===== src/rtl/rfBlackWidowPkg.sv =====
// Shared instruction encoding and helpers for the Black Widow front end.
package rfBlackWidowPkg;

    typedef enum logic [5:0] {
        OP_NOP  = 6'd0,
        OP_ADDI = 6'd1,
        OP_LDD  = 6'd2,
        OP_ST   = 6'd3,
        OP_BR   = 6'd4,
        OP_CON1 = 6'd60,
        OP_CON2 = 6'd61,
        OP_CON3 = 6'd62
    } opcode_e;

    typedef struct packed {
        opcode_e     opcode;
        logic [25:0] operand;
    } Instruction;

    localparam Instruction NOP_INSN = '{opcode: OP_NOP, operand: 26'd0};

    // CON words extend the operand field of the instruction in front of them.
    function automatic logic isCon(input opcode_e op);
        return (op == OP_CON1) || (op == OP_CON2) || (op == OP_CON3);
    endfunction

endpackage


===== src/rtl/rf_black_widow_insn_queue_if.sv =====
// Fetch-side push lanes and decoder-side head window of the instruction queue.
interface rf_black_widow_insn_queue_if
    import rfBlackWidowPkg::*;
#(
    parameter int QDEP = 8
) ();
    localparam int CNT_W = $clog2(QDEP) + 1;

    logic                   fetch_valid_i;
    logic [1:0]             fetch_cnt_i;
    Instruction [1:0]       fetch_insn_i;
    logic                   fetch_ready_o;
    Instruction             ir_o;
    Instruction             ir1_o;
    Instruction             ir2_o;
    Instruction             ir3_o;
    logic [2:0]             bundle_len_o;
    logic                   dec_valid_o;
    logic                   dec_ready_i;
    logic [CNT_W-1:0]       count_o;

    modport slave (
        input  fetch_valid_i, fetch_cnt_i, fetch_insn_i, dec_ready_i,
        output fetch_ready_o, ir_o, ir1_o, ir2_o, ir3_o, bundle_len_o, dec_valid_o, count_o
    );

    modport master (
        output fetch_valid_i, fetch_cnt_i, fetch_insn_i, dec_ready_i,
        input  fetch_ready_o, ir_o, ir1_o, ir2_o, ir3_o, bundle_len_o, dec_valid_o, count_o
    );

endinterface


===== src/rtl/rf_black_widow_bundle_len.sv =====
// Combinational bundle length (head word plus trailing CON words, max 4) and completeness.
// A bundle that may still grow from the word being pushed this cycle is held back.
module rf_black_widow_bundle_len
    import rfBlackWidowPkg::*;
#(
    parameter int CNT_W = 4
) (
    input  Instruction       win_i [4],
    input  logic [CNT_W-1:0] count_i,
    input  logic             push_i,
    output logic [2:0]       len_o,
    output logic             complete_o
);

    logic orphan;
    logic run;

    always_comb begin
        orphan = isCon(win_i[0].opcode);
        run    = !orphan;
        len_o  = 3'd1;
        // Empty slots read as NOP, so the CON run stops at the queue tail.
        for (int n = 1; n < 4; n++) begin
            run = run & isCon(win_i[n].opcode);
            if (run) begin
                len_o = len_o + 3'd1;
            end
        end
        complete_o = (len_o == 3'd4)
                   || (count_i > CNT_W'(len_o))
                   || ((count_i == CNT_W'(len_o)) && !push_i)
                   || (orphan && (count_i != '0));
    end

endmodule


===== src/rtl/rf_black_widow_insn_queue.sv =====
// Circular instruction queue: 2-lane push from fetch, variable-length bundle pop to decode.
// Pushed words appear on the window one cycle later; fetch_ready_o drops below two free slots.
module rf_black_widow_insn_queue
    import rfBlackWidowPkg::*;
#(
    parameter int QDEP = 8
) (
    input  logic                          clk_i,
    input  logic                          rst_ni,
    input  logic                          flush_i,
    rf_black_widow_insn_queue_if.slave    q_if
);

    localparam int PTR_W = $clog2(QDEP);
    localparam int PW    = PTR_W + 1;
    localparam int CNT_W = PTR_W + 1;

    logic [PW-1:0]    rd_ptr_q, rd_ptr_d;
    logic [PW-1:0]    wr_ptr_q, wr_ptr_d;
    logic [CNT_W-1:0] count_q, count_d;
    Instruction       mem_q [QDEP];

    Instruction       win [4];
    logic [PTR_W-1:0] rd_idx;
    logic [PTR_W-1:0] wr_idx0, wr_idx1;
    logic [1:0]       push_cnt;
    logic [2:0]       len;
    logic             complete;
    logic             fetch_ready;
    logic             dec_valid;
    logic             push;
    logic             pop;

    assign fetch_ready = (count_q <= CNT_W'(QDEP - 2));

    always_comb begin
        push_cnt = 2'd0;
        if (q_if.fetch_cnt_i == 2'd1 || q_if.fetch_cnt_i == 2'd2) begin
            push_cnt = q_if.fetch_cnt_i;
        end
    end

    assign push = q_if.fetch_valid_i & fetch_ready & !flush_i & (push_cnt != 2'd0);

    // Slots at or beyond the occupancy are masked so stale array contents never leak out.
    always_comb begin
        rd_idx = '0;
        for (int n = 0; n < 4; n++) begin
            rd_idx = rd_ptr_q[PTR_W-1:0] + PTR_W'(n);
            win[n] = NOP_INSN;
            if (CNT_W'(n) < count_q) begin
                win[n] = mem_q[rd_idx];
            end
        end
    end

    rf_black_widow_bundle_len #(
        .CNT_W (CNT_W)
    ) u_bundle_len (
        .win_i      (win),
        .count_i    (count_q),
        .push_i     (push),
        .len_o      (len),
        .complete_o (complete)
    );

    assign dec_valid = (count_q != '0) & complete & !flush_i;
    assign pop       = dec_valid & q_if.dec_ready_i;

    always_comb begin
        rd_ptr_d = rd_ptr_q;
        wr_ptr_d = wr_ptr_q;
        count_d  = count_q;
        if (flush_i) begin
            rd_ptr_d = '0;
            wr_ptr_d = '0;
            count_d  = '0;
        end else begin
            if (pop) begin
                rd_ptr_d = rd_ptr_q + PW'(len);
            end
            if (push) begin
                wr_ptr_d = wr_ptr_q + PW'(push_cnt);
            end
            count_d = count_q + (push ? CNT_W'(push_cnt) : '0) - (pop ? CNT_W'(len) : '0);
        end
    end

    always_ff @(posedge clk_i or negedge rst_ni) begin
        if (!rst_ni) begin
            rd_ptr_q <= '0;
            wr_ptr_q <= '0;
            count_q  <= '0;
        end else begin
            rd_ptr_q <= rd_ptr_d;
            wr_ptr_q <= wr_ptr_d;
            count_q  <= count_d;
        end
    end

    assign wr_idx0 = wr_ptr_q[PTR_W-1:0];
    assign wr_idx1 = wr_idx0 + PTR_W'(1);

    always_ff @(posedge clk_i) begin
        if (push) begin
            mem_q[wr_idx0] <= q_if.fetch_insn_i[0];
            if (push_cnt == 2'd2) begin
                mem_q[wr_idx1] <= q_if.fetch_insn_i[1];
            end
        end
    end

    assign q_if.fetch_ready_o = fetch_ready;
    assign q_if.ir_o          = win[0];
    assign q_if.ir1_o         = win[1];
    assign q_if.ir2_o         = win[2];
    assign q_if.ir3_o         = win[3];
    assign q_if.bundle_len_o  = len;
    assign q_if.dec_valid_o   = dec_valid;
    assign q_if.count_o       = count_q;

endmodule


===== src/flat_wrapper.sv =====
// flat-port wrapper written by rule: the top's interface ports become plain ports
module rf_black_widow_insn_queue_flat import rfBlackWidowPkg::*;
#(
    parameter int QDEP = 8
)
  (clk_i, rst_ni, flush_i, q_if_fetch_valid_i, q_if_fetch_cnt_i, q_if_fetch_insn_i, q_if_dec_ready_i, q_if_fetch_ready_o, q_if_ir_o, q_if_ir1_o, q_if_ir2_o, q_if_ir3_o, q_if_bundle_len_o, q_if_dec_valid_o, q_if_count_o);
  rf_black_widow_insn_queue_if #(.QDEP(QDEP)) q_if_i ();
  input  logic clk_i;
  input  logic rst_ni;
  input  logic flush_i;
  input wire logic [$bits(q_if_i.fetch_valid_i)-1:0] q_if_fetch_valid_i;
  input wire logic [$bits(q_if_i.fetch_cnt_i)-1:0] q_if_fetch_cnt_i;
  input wire logic [$bits(q_if_i.fetch_insn_i)-1:0] q_if_fetch_insn_i;
  input wire logic [$bits(q_if_i.dec_ready_i)-1:0] q_if_dec_ready_i;
  output wire logic [$bits(q_if_i.fetch_ready_o)-1:0] q_if_fetch_ready_o;
  output wire logic [$bits(q_if_i.ir_o)-1:0] q_if_ir_o;
  output wire logic [$bits(q_if_i.ir1_o)-1:0] q_if_ir1_o;
  output wire logic [$bits(q_if_i.ir2_o)-1:0] q_if_ir2_o;
  output wire logic [$bits(q_if_i.ir3_o)-1:0] q_if_ir3_o;
  output wire logic [$bits(q_if_i.bundle_len_o)-1:0] q_if_bundle_len_o;
  output wire logic [$bits(q_if_i.dec_valid_o)-1:0] q_if_dec_valid_o;
  output wire logic [$bits(q_if_i.count_o)-1:0] q_if_count_o;
  assign q_if_i.fetch_valid_i = q_if_fetch_valid_i;
  assign q_if_i.fetch_cnt_i = q_if_fetch_cnt_i;
  assign q_if_i.fetch_insn_i = q_if_fetch_insn_i;
  assign q_if_i.dec_ready_i = q_if_dec_ready_i;
  assign q_if_fetch_ready_o = q_if_i.fetch_ready_o;
  assign q_if_ir_o = q_if_i.ir_o;
  assign q_if_ir1_o = q_if_i.ir1_o;
  assign q_if_ir2_o = q_if_i.ir2_o;
  assign q_if_ir3_o = q_if_i.ir3_o;
  assign q_if_bundle_len_o = q_if_i.bundle_len_o;
  assign q_if_dec_valid_o = q_if_i.dec_valid_o;
  assign q_if_count_o = q_if_i.count_o;
  rf_black_widow_insn_queue #(.QDEP(QDEP)) u_core (.clk_i(clk_i), .rst_ni(rst_ni), .flush_i(flush_i), .q_if(q_if_i));
endmodule

===== config.mk =====
export PLATFORM = sky130hd
export DESIGN_NAME = rf_black_widow_insn_queue_flat
export DESIGN_NICKNAME = d
export VERILOG_FILES = /design/src/rtl/rfBlackWidowPkg.sv /design/src/rtl/rf_black_widow_insn_queue_if.sv /design/src/rtl/rf_black_widow_bundle_len.sv /design/src/rtl/rf_black_widow_insn_queue.sv /design/src/flat_wrapper.sv
export SDC_FILE = /design/constraint.sdc
export NUM_CORES = 1
export LEC_CHECK = 0
export ABC_CLOCK_PERIOD_IN_PS = 7700
export CORE_AREA = 2 2 164 246
export DETAILED_ROUTE_END_ITERATION = 8
export DIE_AREA = 0 0 166 248
export PLACE_DENSITY = 0.74
export RECOVER_POWER = 25
export REMOVE_ABC_BUFFERS = 1
export SYNTH_ARGS = -nofsm -noshare
export SYNTH_HDL_FRONTEND = slang
export SYNTH_SLANG_ARGS = --single-unit

===== constraint.sdc =====
create_clock -name clk_i -period 7.7 [get_ports clk_i]
set_input_delay 2.31 -clock clk_i [delete_from_list [all_inputs] [get_ports clk_i]]
set_output_delay 2.31 -clock clk_i [all_outputs]
set_load 0.005 [all_outputs]

==> results.txt <==
----------------------------------------------------
[Run status]
  Run status ... finished, violations left
  Violated checks ... capacitance limit, slew limit

[Flow run]
  Max-cap check violation count ... 7

[Critical path]
  Required time of the worst setup path ... 7.90 ns
  Critical-path maximum fanout ... 19
  Crit Path Category ... primary input to flip-flop
  CP Data Arrival Time ... 7.60 ns
  Type of element launching the critical path ... primary input
  Critical Path Sink Type ... flip-flop

[Detailed routing]
  Number of violations reported at the end of detailed-routing iteration 0 ... 1111
  Total number of vias ... 13600
  Routed WL per cell ... 28.7 um
  Total length of routed wires ... 58300 um
  Vias per Instance ... 6.69
  Post-detailed-route count of antenna-violating nets ... 0
  Drt first pass iters ... 5
  Drt drc ... 0

[GRT]
  Global-route wire length before repair ... 84800 um
  Initial antenna violation count ... 6
  Via count of the first global-routing pass ... 13900
  Sum of overflow across all layers after global routing ... 0
  Pin count of the biggest net entering global routing ... 102
  Total routing usage reported by global routing ... 0.276

[Yosys]
  EDFF count, synth ... 256
  Mean instance size in the synthesized netlist ... 14.3 um^2
  Yosys cell types ... 49
  Post-synth ARST share ... 0.0376
  Synth Flop Type ... sky130_fd_sc_hd__edfxtp_1
  Count of state elements after synthesis ... 266
  Top post-synthesis cells by count ... sky130_fd_sc_hd__mux2_2, sky130_fd_sc_hd__edfxtp_1, sky130_fd_sc_hd__mux4_2, sky130_fd_sc_hd__mux2i_1, sky130_fd_sc_hd__nor2_1
  Post-synth top area share ... 0.400
  Leading cell type by number of instances after synthesis ... sky130_fd_sc_hd__mux2_2
  Number of cells produced by synthesis ... 1341
  Top cells by area in the synthesized netlist ... sky130_fd_sc_hd__edfxtp_1, sky130_fd_sc_hd__mux4_2, sky130_fd_sc_hd__mux2_2
  Biggest area consumer among synthesized cells ... sky130_fd_sc_hd__edfxtp_1
  Share of synthesized area occupied by flip-flops and latches ... 0.413
  Post-synthesis cell area ... 19200 um^2
  Synth warn ... 0

[Final layout]
  Fraction of layout instances using a drive strength above 1 ... 0.365
  Non-Filler Instances ... 2034
  Total number of nets in the final design ... 1599
  Area added between synthesis and finish ... 18.8%

[Die]
  Initial core utilization ... 0.491
  Die Ht ... 248 um
  Cell Rows ... 89
  Placeable Area ... 39100 um^2
  Area of the die ... 41200 um^2
  Die outline width ... 166 um
  IO Pins ... 208

[Clock network]
  Number of sinks handled by clock tree synthesis ... 266
  Clock Pin Slew Worst Setup and Hold Paths ... 0.06 ns
  Clk_lat worst skew ... 0.55 ns
  Inserted Clock Buffers ... 27
  Deepest level of the CTS H-tree ... 1
  Clock Path Buffers ... 3
  CTS Hold Buffers Added ... 0
  Master cell of the clock root buffer ... sky130_fd_sc_hd__clkbuf_16
  TritonCTS clock tree ... done

[Hold path]
  Hold/Removal Path Class ... flip-flop to flip-flop

[STA]
  Final period demand of the worst path ... 7.40 ns
  Number of hold violations in the final report ... 0
  Highest clock frequency the design can meet ... 135 MHz
  Post-route clock period utilization ... 0.961
  Worst slew margin ... -1.24
  Pin slew with the least headroom to its limit ... 3.33 ns
  Unrepaired setup endpoints after global routing ... false
  Count of endpoints failing setup in the final report ... 0
  Number of max-slew violations in the final report ... 143
  Post-route worst hold slack ... 0.666 ns
  Clock Skews ... 0.00987 ns

[Place]
  Last weighted congestion value of the routability-driven placer ... 0.881
  Number of buffers added on ports ... 207
  Placed Instances ... 1976
  HPWL after detailed placement ... 35800 um

[Pwr]
  Total power divided by cell area ... 268 nW/um^2
  Post-route total power ... 6.13 mW
  Static leakage ... 7.28 nW
  Maximum resistive drop on vdd ... 0.000225 V

----------------------------------------------------
power by group:
part | switching, mW | total (mW) | internal (mW)
sequential | 0.0551 | 1.67 | 1.62
clock | 0.572 | 1.41 | 0.840
combinational | 1.45 | 3.04 | 1.59
worst paths after layout:
check,start,endpoint,slack [ns],cells past startpoint
max in group asynchronous,rst_ni,u_core.rd_ptr_q[2],5.10,1
min,u_core.wr_ptr_q[0],u_core.wr_ptr_q[0],0.67,2
min in group asynchronous,rst_ni,u_core.q_if.count_o[3],2.19,1
min reg2reg,u_core.wr_ptr_q[0],u_core.wr_ptr_q[0],0.67,2
max,q_if_fetch_cnt_i[0],u_core.mem_q[7][9],0.30,8
max reg2reg,u_core.rd_ptr_q[0],u_core.q_if.count_o[2],1.79,21
layout by cell type, fill, tap and decap left out, types with 6 or more instances in the layout:
| cell type | n |
|---|---|
| sky130_fd_sc_hd__a21oi_1 | 35 |
| sky130_fd_sc_hd__buf_4 | 35 |
| sky130_fd_sc_hd__bufinv_16 | 6 |
| sky130_fd_sc_hd__clkbuf_1 | 7 |
| sky130_fd_sc_hd__clkbuf_16 | 28 |
| sky130_fd_sc_hd__clkdlybuf4s50_1 | 198 |
| sky130_fd_sc_hd__clkinv_1 | 8 |
| sky130_fd_sc_hd__dfrtp_1 | 7 |
| sky130_fd_sc_hd__diode_2 | 6 |
| sky130_fd_sc_hd__dlygate4sd3_1 | 9 |
| sky130_fd_sc_hd__edfxtp_1 | 256 |
| sky130_fd_sc_hd__ha_1 | 15 |
| sky130_fd_sc_hd__inv_1 | 14 |
| sky130_fd_sc_hd__mux2_2 | 258 |
| sky130_fd_sc_hd__mux2i_1 | 135 |
| sky130_fd_sc_hd__mux4_2 | 195 |
| sky130_fd_sc_hd__nand2_1 | 75 |
| sky130_fd_sc_hd__nand2b_1 | 9 |
| sky130_fd_sc_hd__nor2_1 | 121 |
| sky130_fd_sc_hd__o21ai_0 | 10 |
| sky130_fd_sc_hd__o22ai_1 | 24 |
worst max-delay path, cell delays in order:
cell and delay [ns]:
sky130_fd_sc_hd__dlygate4sd3_1 0.56, sky130_fd_sc_hd__inv_1 0.07, sky130_fd_sc_hd__ha_1 0.28, sky130_fd_sc_hd__nor4bb_1 0.45, sky130_fd_sc_hd__clkbuf_1 0.39, sky130_fd_sc_hd__nand2_1 0.27
sky130_fd_sc_hd__o21ai_0 2.54, sky130_fd_sc_hd__buf_4 0.71
repair_timing:
action | CTS | global route
setup endpoints to repair | 0 | 1
gates resized for setup | 0 | 1
buffers inserted | 0 | 2
metrics by stage:
stage / setup WS (ns) / cell area (um^2) / util / setup TNS, ns
3_5_place_dp: 0.617 / 21900 / 0.560 / 0
5_1_grt: 0.0924 / 22800 / 0.584 / 0
3_3_place_gp: 0.628 / 21900 / 0.560 / 0
2_1_floorplan: -8.86 / 18700 / - / -768.59
4_1_cts: 0.0421 / 22800 / 0.584 / 0
6_report: 0.298 / 22800 / 0.584 / 0
routing by layer:
layer	track usage	routed length, um	vias to the layer above
met1	0.324	20300	6938
met4	0.157	3230	0
met2	0.489	30100	762
met3	0.0378	4590	175
li1	-	-	5737
met5	0	0	-
logic make-up after synthesis:
group | synth area share
mux | 0.459
flops | 0.413
simple gates | 0.0511
buf+inv | 0.0299
compound gates | 0.0281
fa+ha+maj | 0.0146
xor+xnor | 0.00449
layout make-up:
type / count / area, um^2
Clock inverter: 20 / 250
Inverter: 15 / 56.3
Antenna cell: 6 / 15.0
Timing Repair Buffer: 251 / 2440
Fill cell: 3047 / 16300
Multi-Input combinational cell: 947 / 10800
Sequential cell: 266 / 7950
Tap cell: 500 / 626
Clock buffer: 29 / 683
registers in the layout, indices dropped and copies added, names as in the netlist:
register,flops
u_core.rd_ptr_q,3
u_core.q_if.count_o,4
u_core.wr_ptr_q,3
u_core.mem_q,256
Power figures use the tool's default switching activity.
